### config.mk
export PLATFORM = sky130hd
export DESIGN_NAME = ball_collision_detect
export DESIGN_NICKNAME = d
export VERILOG_FILES = /design/src/rtl/pong_pkg.sv /design/src/rtl/paddle_hit_check.sv /design/src/rtl/ball_collision_detect.sv
export SDC_FILE = /design/constraint.sdc
export NUM_CORES = 1
export LEC_CHECK = 0
export BUFFER_PORTS_ARGS = -buffer_cell sky130_fd_sc_hd__buf_2
export CORE_UTILIZATION = 35
export DETAILED_ROUTE_END_ITERATION = 10
export SETUP_SLACK_MARGIN = 0.4
export SLEW_MARGIN = 20
export SYNTH_ARGS = -nofsm -noshare
export SYNTH_HDL_FRONTEND = slang
export SYNTH_SLANG_ARGS = --single-unit
### constraint.sdc
create_clock -name clock -period 2.55 [get_ports clock]
set_input_delay 0 -clock clock [delete_from_list [all_inputs] [get_ports clock]]
set_output_delay 0 -clock clock [all_outputs]
set_load 0.05 [all_outputs]
### src/rtl/pong_pkg.sv
// pong_pkg: constants, types and FSM encoding shared by the collision stage.
//   - Default screen, ball and paddle geometry (the top module exposes them as parameters).
//   - coord_t: 10-bit unsigned coordinate, wide enough that ball + size never wraps.
//   - cd_state_t: collision FSM states PLAY / X_HOLD / SCORED.
package pong_pkg;

  localparam int SCREEN_WIDTH    = 240;
  localparam int SCREEN_HEIGHT   = 320;
  localparam int BALL_SIZE       = 5;
  localparam int PADDLE_WIDTH    = 5;
  localparam int PADDLE_HEIGHT   = 40;
  localparam int LEFT_PADDLE_X   = 5;
  localparam int RIGHT_PADDLE_X  = 230;
  localparam int COOLDOWN_CYCLES = 8;
  localparam int SERVE_HOLD      = 4;

  typedef logic [9:0] coord_t;

  typedef enum logic [1:0] {
    PLAY   = 2'd0,
    X_HOLD = 2'd1,
    SCORED = 2'd2
  } cd_state_t;

endpackage

### src/rtl/paddle_hit_check.sv
// paddle_hit_check: combinational ball/paddle rectangle-overlap test.
//   Parameters : PADDLE_X (paddle left edge), RIGHT_SIDE (selects the X-overlap form),
//                BALL_SIZE, PADDLE_WIDTH, PADDLE_HEIGHT.
//   Ports      : ball_x_i, ball_y_i - ball top-left corner (10-bit, zero-extended)
//                paddle_y_i         - paddle top edge (10-bit, zero-extended)
//                hit_o              - ball overlaps the paddle rectangle
// Direction qualification is done by the caller.
module paddle_hit_check
  import pong_pkg::*;
#(
  parameter int PADDLE_X      = LEFT_PADDLE_X,
  parameter bit RIGHT_SIDE    = 1'b0,
  parameter int BALL_SIZE     = pong_pkg::BALL_SIZE,
  parameter int PADDLE_WIDTH  = pong_pkg::PADDLE_WIDTH,
  parameter int PADDLE_HEIGHT = pong_pkg::PADDLE_HEIGHT
) (
  input  coord_t ball_x_i,
  input  coord_t ball_y_i,
  input  coord_t paddle_y_i,
  output logic   hit_o
);

  localparam coord_t BS   = coord_t'(BALL_SIZE);
  localparam coord_t PX   = coord_t'(PADDLE_X);
  localparam coord_t PXW  = coord_t'(PADDLE_X + PADDLE_WIDTH);
  localparam coord_t PH   = coord_t'(PADDLE_HEIGHT);

  logic x_overlap;
  logic y_overlap;

  // The right paddle is approached from the left, so its near face is PADDLE_X
  // (inclusive); the left paddle is approached from the right and its near face
  // PADDLE_X+PADDLE_WIDTH is inclusive instead.
  generate
    if (RIGHT_SIDE) begin : g_right
      assign x_overlap = ((ball_x_i + BS) >= PX) && (ball_x_i < PXW);
    end else begin : g_left
      assign x_overlap = (ball_x_i <= PXW) && ((ball_x_i + BS) > PX);
    end
  endgenerate

  assign y_overlap = ((ball_y_i + BS) > paddle_y_i) && (ball_y_i < (paddle_y_i + PH));
  assign hit_o     = x_overlap && y_overlap;

endmodule

### src/rtl/ball_collision_detect.sv
// ball_collision_detect: wall/paddle collision and scoring stage ahead of the ball mover.
//   Inputs : clock, reset (sync, active-high), ballXValue[7:0], ballYValue[8:0],
//            direction (1 = moving right), leftPaddleY[8:0], rightPaddleY[8:0]
//   Outputs: changeXDirection, changeYDirection, pointLeft, pointRight (1-cycle pulses),
//            serveRequest (level, SERVE_HOLD cycles), rallyCount[7:0]
//   All outputs are registered: events sampled at edge k appear in cycle k+1.
//   Build option: define PONG_RALLY_COUNT_EN to implement the rally counter;
//   otherwise rallyCount is tied to zero and no counter register exists.
module ball_collision_detect
  import pong_pkg::*;
#(
  parameter int SCREEN_WIDTH    = pong_pkg::SCREEN_WIDTH,
  parameter int SCREEN_HEIGHT   = pong_pkg::SCREEN_HEIGHT,
  parameter int BALL_SIZE       = pong_pkg::BALL_SIZE,
  parameter int PADDLE_WIDTH    = pong_pkg::PADDLE_WIDTH,
  parameter int PADDLE_HEIGHT   = pong_pkg::PADDLE_HEIGHT,
  parameter int LEFT_PADDLE_X   = pong_pkg::LEFT_PADDLE_X,
  parameter int RIGHT_PADDLE_X  = pong_pkg::RIGHT_PADDLE_X,
  parameter int COOLDOWN_CYCLES = pong_pkg::COOLDOWN_CYCLES,
  parameter int SERVE_HOLD      = pong_pkg::SERVE_HOLD
) (
  input  logic       clock,
  input  logic       reset,
  input  logic [7:0] ballXValue,
  input  logic [8:0] ballYValue,
  input  logic       direction,
  input  logic [8:0] leftPaddleY,
  input  logic [8:0] rightPaddleY,
  output logic       changeXDirection,
  output logic       changeYDirection,
  output logic       pointLeft,
  output logic       pointRight,
  output logic       serveRequest,
  output logic [7:0] rallyCount
);

  localparam int CW = $clog2(COOLDOWN_CYCLES + 1);
  localparam int SW = $clog2(SERVE_HOLD + 1);

  localparam logic [CW-1:0] COOL_LOAD = CW'(COOLDOWN_CYCLES);
  localparam logic [CW-1:0] COOL_ONE  = CW'(1);
  localparam logic [SW-1:0] SERVE_LOAD = SW'(SERVE_HOLD);
  localparam logic [SW-1:0] SERVE_ONE  = SW'(1);

  localparam coord_t RIGHT_LIMIT  = coord_t'(SCREEN_WIDTH - BALL_SIZE);
  localparam coord_t BOTTOM_LIMIT = coord_t'(SCREEN_HEIGHT - BALL_SIZE);

  coord_t ball_x;
  coord_t ball_y;
  coord_t left_py;
  coord_t right_py;

  assign ball_x   = {2'b00, ballXValue};
  assign ball_y   = {1'b0, ballYValue};
  assign left_py  = {1'b0, leftPaddleY};
  assign right_py = {1'b0, rightPaddleY};

  logic left_overlap;
  logic right_overlap;

  paddle_hit_check #(
    .PADDLE_X      (LEFT_PADDLE_X),
    .RIGHT_SIDE    (1'b0),
    .BALL_SIZE     (BALL_SIZE),
    .PADDLE_WIDTH  (PADDLE_WIDTH),
    .PADDLE_HEIGHT (PADDLE_HEIGHT)
  ) u_left_check (
    .ball_x_i   (ball_x),
    .ball_y_i   (ball_y),
    .paddle_y_i (left_py),
    .hit_o      (left_overlap)
  );

  paddle_hit_check #(
    .PADDLE_X      (RIGHT_PADDLE_X),
    .RIGHT_SIDE    (1'b1),
    .BALL_SIZE     (BALL_SIZE),
    .PADDLE_WIDTH  (PADDLE_WIDTH),
    .PADDLE_HEIGHT (PADDLE_HEIGHT)
  ) u_right_check (
    .ball_x_i   (ball_x),
    .ball_y_i   (ball_y),
    .paddle_y_i (right_py),
    .hit_o      (right_overlap)
  );

  // Event decode. A miss is only declared when the paddle on that side did not
  // catch the ball, which gives hits priority over misses.
  logic right_hit;
  logic left_hit;
  logic paddle_hit;
  logic right_miss;
  logic left_miss;
  logic any_miss;
  logic wall_hit;

  assign right_hit  = direction && right_overlap;
  assign left_hit   = !direction && left_overlap;
  assign paddle_hit = right_hit || left_hit;
  assign right_miss = direction && (ball_x >= RIGHT_LIMIT) && !right_hit;
  assign left_miss  = !direction && (ball_x == '0) && !left_hit;
  assign any_miss   = right_miss || left_miss;
  assign wall_hit   = (ball_y == '0) || (ball_y >= BOTTOM_LIMIT);

  cd_state_t     state_q;
  logic [CW-1:0] x_cnt_q;
  logic [CW-1:0] y_cnt_q;
  logic [SW-1:0] s_cnt_q;

  // X/scoring FSM plus the Y cooldown; every output is a register.
  always_ff @(posedge clock) begin
    if (reset) begin
      state_q          <= PLAY;
      x_cnt_q          <= '0;
      y_cnt_q          <= '0;
      s_cnt_q          <= '0;
      changeXDirection <= 1'b0;
      changeYDirection <= 1'b0;
      pointLeft        <= 1'b0;
      pointRight       <= 1'b0;
      serveRequest     <= 1'b0;
    end else begin
      changeXDirection <= 1'b0;
      changeYDirection <= 1'b0;
      pointLeft        <= 1'b0;
      pointRight       <= 1'b0;

      case (state_q)
        PLAY: begin
          if (paddle_hit) begin
            changeXDirection <= 1'b1;
            x_cnt_q          <= COOL_LOAD;
            state_q          <= X_HOLD;
          end else if (any_miss) begin
            // Right miss means the left player scored, and vice versa.
            pointLeft    <= right_miss;
            pointRight   <= left_miss;
            s_cnt_q      <= SERVE_LOAD;
            serveRequest <= 1'b1;
            state_q      <= SCORED;
          end
        end
        X_HOLD: begin
          if (x_cnt_q == COOL_ONE) begin
            x_cnt_q <= '0;
            state_q <= PLAY;
          end else begin
            x_cnt_q <= x_cnt_q - COOL_ONE;
          end
        end
        SCORED: begin
          if (s_cnt_q == SERVE_ONE) begin
            s_cnt_q      <= '0;
            serveRequest <= 1'b0;
            state_q      <= PLAY;
          end else begin
            s_cnt_q <= s_cnt_q - SERVE_ONE;
          end
        end
        default: begin
          state_q <= PLAY;
        end
      endcase

      // Y cooldown keeps running during SCORED; only the pulse is suppressed.
      if (y_cnt_q != '0) begin
        y_cnt_q <= y_cnt_q - COOL_ONE;
      end
      if ((state_q != SCORED) && wall_hit && (y_cnt_q == '0)) begin
        changeYDirection <= 1'b1;
        y_cnt_q          <= COOL_LOAD;
      end
    end
  end

`ifdef PONG_RALLY_COUNT_EN
  logic [7:0] rally_q;
  logic [7:0] rally_d;

  // Counts only the events the FSM actually acts on (PLAY state).
  always_comb begin
    rally_d = rally_q;
    if (state_q == PLAY) begin
      if (paddle_hit) begin
        if (rally_q != 8'hFF) begin
          rally_d = rally_q + 8'd1;
        end
      end else if (any_miss) begin
        rally_d = 8'd0;
      end
    end
  end

  always_ff @(posedge clock) begin
    if (reset) begin
      rally_q <= 8'd0;
    end else begin
      rally_q <= rally_d;
    end
  end

  assign rallyCount = rally_q;
`else
  assign rallyCount = 8'd0;
`endif

endmodule

# After elaboration in Yosys (flattened, before gate mapping)

Index checks and enable logic that the tools add are counted.
W data, S select, Z words.

Bits of input ports: 38
Register bits after elaboration: 18
Logic and storage cells: 95
Output and inout bits: 13

Muxes and demuxes: 20
Eq/ne operators: 11
$lt $le $gt $ge: 10
Reduce and logical (&&, ||, !) cells: 35
Add/subtract/negate cells: 7
Bitwise operators: 2

Operators with widths:

| cell                   | number |
|---|---|
| $add A9 B6 Y10 const B | 2 |
| $gt A10 B9 Y1          | 2 |
| $logic_not A10 Y1      | 2 |
| $lt A9 B10 Y1          | 2 |
| $mux W4                | 4 |
| $logic_and A1 B1 Y1    | 14 |
| $ne A2 B2 Y1 const B   | 6 |
| $add A9 B3 Y10 const B | 1 |
| $gt A10 B3 Y1 const B  | 1 |
| $add A8 B3 Y9 const B  | 1 |
| $ge A9 B8 Y1 const B   | 1 |
| $ge A9 B9 Y1 const B   | 1 |
| $mux W3                | 3 |
| $ge A8 B8 Y1 const B   | 1 |
| $le A8 B4 Y1 const B   | 1 |
| $lt A8 B8 Y1 const B   | 1 |
| $mux W2                | 4 |
| $pmux W4 S2            | 1 |
| $sub A4 B1 Y4 const B  | 2 |
| $pmux W2 S3            | 1 |
| $pmux W3 S2            | 1 |
| $reduce_and A3 Y1      | 2 |
| $reduce_bool A2 Y1     | 3 |
| $mux W1                | 5 |
| other kinds (17)       | 23 |

# Longest topological paths before layout

Depth in word-level cells: 11
Gate-level depth with buffers: 13
Gate-level depth less buffers: 12

# Cells and area by module

Synthesis repeated with hierarchy kept, for this count alone.

Cell total of the unflattened synthesis: 321
Area, all modules: 2,606.2 sq um

Modules (own cells, without submodules):

| module                            | cells an instance | seq. area each (sq um) | instances | area each (sq um) |
|---|---|---|---|---|
| ball_collision_detect             | 120               | 360.3                  | 1         | 994.7 |
| paddle_hit_check at u_right_check | 112               | 0.0                    | 1         | 893.4 |
| paddle_hit_check at u_left_check  | 89                | 0.0                    | 1         | 718.2 |

# Worst setup path before layout

No wires, ideal clock.

Path type: input -> register
From: input ballYValue[0]
To: register pointRight
Stages on the path: 12
Data required time: 2.462 ns
Path buffers: 1
Path slack: 0.205 ns
Arrival: 2.257 ns
Library setup time: 0.088 ns
Cell sequence: ha_1 -> o21bai_1 -> xnor2_1 -> ha_1 -> and4_1 -> a21oi_1 -> o221ai_1 -> a211oi_1 -> nor3_2 -> or3_1 -> buf_6 -> nor4_2

Word-level cells in the longest chain between the ends: 10
Elaborated cells between the ends (all ways): 19
Those cells by class: add/sub: 1; order compare: 4; bitwise: 1; reduce/logical: 13

RTL lines:

| item                                   | line                                                       | RTL |
|---|---|---|
| from (decl)                            | ball_collision_detect.sv:25                                | `input logic [8:0] ballYValue,` |
| $add A9 B3 Y10                         | paddle_hit_check.sv:42                                     | `assign y_overlap = ((ball_y_i + BS) > paddle_y_i) && (ball_y_i < (paddle_y_i + PH));` |
| $gt A10 B9 Y1                          | paddle_hit_check.sv:42                                     |  |
| $logic_and A1 B1 Y1                    | paddle_hit_check.sv:42                                     |  |
| $logic_and A1 B1 Y1                    | paddle_hit_check.sv:43                                     | `assign hit_o = x_overlap && y_overlap;` |
| $logic_and A1 B1 Y1 (on tied branches) | ball_collision_detect.sv:97, ball_collision_detect.sv:98   |  |
| $logic_not A1 Y1 (on tied branches)    | ball_collision_detect.sv:100, ball_collision_detect.sv:101 |  |
| $logic_and A1 B1 Y1 (on tied branches) | ball_collision_detect.sv:100, ball_collision_detect.sv:101 |  |
| $logic_or A1 B1 Y1                     | ball_collision_detect.sv:102                               | `assign any_miss = right_miss \|\| left_miss;` |
| $not A1 Y1 (no source line)            | n/a                                                        |  |
| $reduce_or A4 Y1 (no source line)      | n/a                                                        |  |
| to (signal assigned)                   | ball_collision_detect.sv:137                               | `pointRight <= left_miss;` |
| to (decl)                              | ball_collision_detect.sv:32                                | `output logic pointRight,` |

Several ways; a longest one is shown, not always the timed one.
A chain may end at the register's enable or synchronous reset.

# Worst setup path after layout

From: input ballYValue[5]
To: register pointRight

The elaborated chain is that of the path after synthesis.

==> run metrics <==
most repeated cell in the gate-level netlist after synthesis=ha_1; Adder-Cell Fraction of Synth Area=26.4%; leakage power summed over all cells=0.00148 uW; total number of placement rows=29; remaining global-route overflow=0; sequential area share after synthesis=15.2%; final hold vios=0; fraction of met3 tracks used by global routing=about 1.5%; top cells by instance count after synthesis=ha_1, inv_1, nor2_1; Internal Pwr Total=slightly below 800 uW; vertical die dimension=84.2 um; area fraction in and, or, nand and nor cells after synthesis=20.0%; number of instances in the synthesized netlist=301; Max Root-Sink Buffers=2; CTS tree=done; DRC errors left=2; post-route standard cell area excluding fillers=3170 um^2; residual antenna-violating net count after detailed routing=0; power density relative to cell area=between 300 and 400 nW/um^2; area post-placement=2830 um^2; DIE WIDTH=84.2 um; violations in the final reports=DRC; endpoint of the worst setup timing path=pointRight$_SDFF_PP0_; largest net degree at the start of global routing=17; switch share=38.8%; cells on worst reg2reg path=8; multiplexer area fraction after synthesis=0%; antenna diode count=0; detailed-placement wirelength estimate=4.70 mm; Flop pwr share=28.3%; setup repair after global routing missed its margin=yes; layout cell share with drive strength beyond 1=around 30%; # setup viols final=0; core region area=6420 um^2; clk sink count=18; maximum capacitance violations=0; relative contribution of combinational cells to total power=approximately 53%; Synth area leader=ha_1; overall via count from detail_route=2318; normalized max-slew margin=38.5%; top-level port count=51; worst hold slack=61.6 ps; startpoint type of the worst setup path=primary input; Clk network pwr share=18.4%; effective utilization at floorplan=36.8%; Clock Latency Late Sink=between 200 and 300 ps; period utilization=88.0%; WL/cell=~13 um; global-route total usage across every layer=16.3%; R2R setup slack=around 830 ps; Final Routed Wirelength=just under 6 mm; Clk Tree Root Cell=clkbuf_8; endpoint type of the worst setup path=flop; worst hold-check path type=in -> reg; fraction of synthesized cell area taken by the top area cell type=26.4%; H-tree depth=1; Post-Synth XOR/XNOR Area=under 10%; mean area per synthesized cell=7.86 um^2; most used routing layer in global routing=met2; leading register cell type out of synthesis=dfxtp_1; Max IR drop VDD=~0.15 mV; Area Overhead vs Synth=34.0%; largest family of logic cells by synthesized area=adder cells; vias in the first global route=2141; clock edge transition at the registers on the reported setup and hold paths=70 ps; capturing point of the worst reg2reg path=y_cnt_q[0]$_SDFFE_PP0P_; I/O Buffers=42; Compound-Gate Fraction of Synth Area=21.9%; outcome=finished with violations; slew at the pin with the worst max-slew slack=915 ps; maximum fanout along the worst path=8; RD Place Congestion=0.842; launching point of the worst reg2reg path=y_cnt_q[0]$_SDFFE_PP0P_; Setup CP Type=in -> reg; required arrival time at the worst endpoint=2720 ps; yosys synthesis warning count=0; via count normalized by instance count=5.15; full die area=7090 um^2; global routing met2 resource utilization=28.7%; GR Layer Usage met1=a little over a fifth; final period demand of the worst path=2240 ps; drt initial violations=74; number of flops mapped to enable cells by yosys=0; Max Clk Rate=446 MHz; most area-consuming cells after synthesis=ha_1, dfxtp_1, inv_1; number of clock buffers inserted by TritonCTS=3; Crit path arrival time=2410 ps; net switching component of the power=491 uW; count of different cell masters after synthesis=52; initial antenna violation count=0; post-synth design cell area=2370 um^2; FF+latch count, synth=18; final number of max-transition violations=0; first-pass GRT wire length=around 9.5 mm; FFs w/ async S/R, synth=0%; timing startpoint of the critical path=ballYValue[5]; number of search-and-repair iterations in the first detailed-routing pass=7; Total Nets Final=462; Layout Skew=3.13 ps
## power groups by stage
stage / Sequential (uW) / Clock (uW) / Combinational (uW)
final: 358 / 233 / 674
after global routing: 367 / 252 / 759
after CTS: 357 / 239 / 650
after detailed placement: 364 / 0 / 617
after global placement: 362 / 0 / 607
after floorplan: 371 / 0 / 434
## what timing repair did
action,in CTS,in global routing
hold buffers,0,0
pin swaps,4,16
setup buffers,6,4
gates resized for setup,27,18
setup endpoints to repair,13,13
## metrics by stage
| step | total power [uW] | setup TNS, ps | setup WS, ps | cells | utilization, % |
|---|---|---|---|---|---|
| after floorplan | 805 | 0 | 312 | 308 | - |
| after global placement | 970 | -1350 | -196 | 436 | 44.0 |
| after detailed placement | 980 | -1500 | -205 | 436 | 44.0 |
| final | 1270 | 0 | 306 | 450 | 49.4 |
| after CTS | 1250 | 0 | 327 | 446 | 47.4 |
| after global routing | 1380 | 0 | 181 | 450 | 49.4 |
## layout by cell type, fill, tap and decap left out, drive strengths merged, types with 5 or more instances in the layout
cell,instances
dfxtp,18
nor2,20
conb,8
xor2,5
a21oi,19
nor3,13
o21ai,14
nor4,7
ha,50
xnor2,13
buf,73
nand3,10
nand2b,5
o21a,5
nand2,13
inv,38
## cells by family (layout without fill, tap and decap cells)
family                   Yosys count  count (layout)
AO/OA/AOI/OAI                     76              76
XOR/XNOR                          18              18
adder cells (fa/ha/maj)           50              50
buffers and inverters             50             115
flip-flops                        18              18
other                              1               8
AND/OR/NAND/NOR                   88              88
## sequential cells by signal (all words and copies together), names as in the netlist
| name | cells |
|---|---|
| changeYDirection | 1 |
| pointRight | 1 |
| state_q | 2 |
| pointLeft | 1 |
| changeXDirection | 1 |
| x_cnt_q | 4 |
| serveRequest | 1 |
| s_cnt_q | 3 |
| y_cnt_q | 4 |
## layer usage
metal	share of wire (%)	up-vias
met3	2.5	6
met5	0	-
met2	49	40
li1	-	1216
met1	47	1056
met4	1.3	0
## final cells by class
class / instances / area [um^2]
fill: 621 / 3250
multi-input combinational: 240 / 2010
timing repair buffer: 73 / 505
sequential: 18 / 360
inverter: 38 / 143
tap: 77 / 96.3
clock buffer: 4 / 55.1
## worst max-delay path, cell delays in order
cell and delay [ps]:
buf_2 110, nand3_4 90, o21bai_4 200, xnor2_2 150, ha_1 330, and4_4 190, a21oi_1 140, o221ai_1 140
a211oi_2 280, nor3_4 80, or3_4 440, nor4_2 250
## worst min-delay path by stage
stage | start | to | slack [ps] | cells after the start
2_1_floorplan | reset | state_q[0]$_SDFFE_PP0P_ | 100 | 1
3_3_place_gp | direction | pointLeft$_SDFF_PP0_ | 340 | 3
3_5_place_dp | direction | pointLeft$_SDFF_PP0_ | 330 | 3
4_1_cts | direction | pointLeft$_SDFF_PP0_ | 60 | 3
5_1_grt | direction | pointLeft$_SDFF_PP0_ | 70 | 3
6_report | direction | pointLeft$_SDFF_PP0_ | 60 | 3
(Power assumes the default switching activity.)
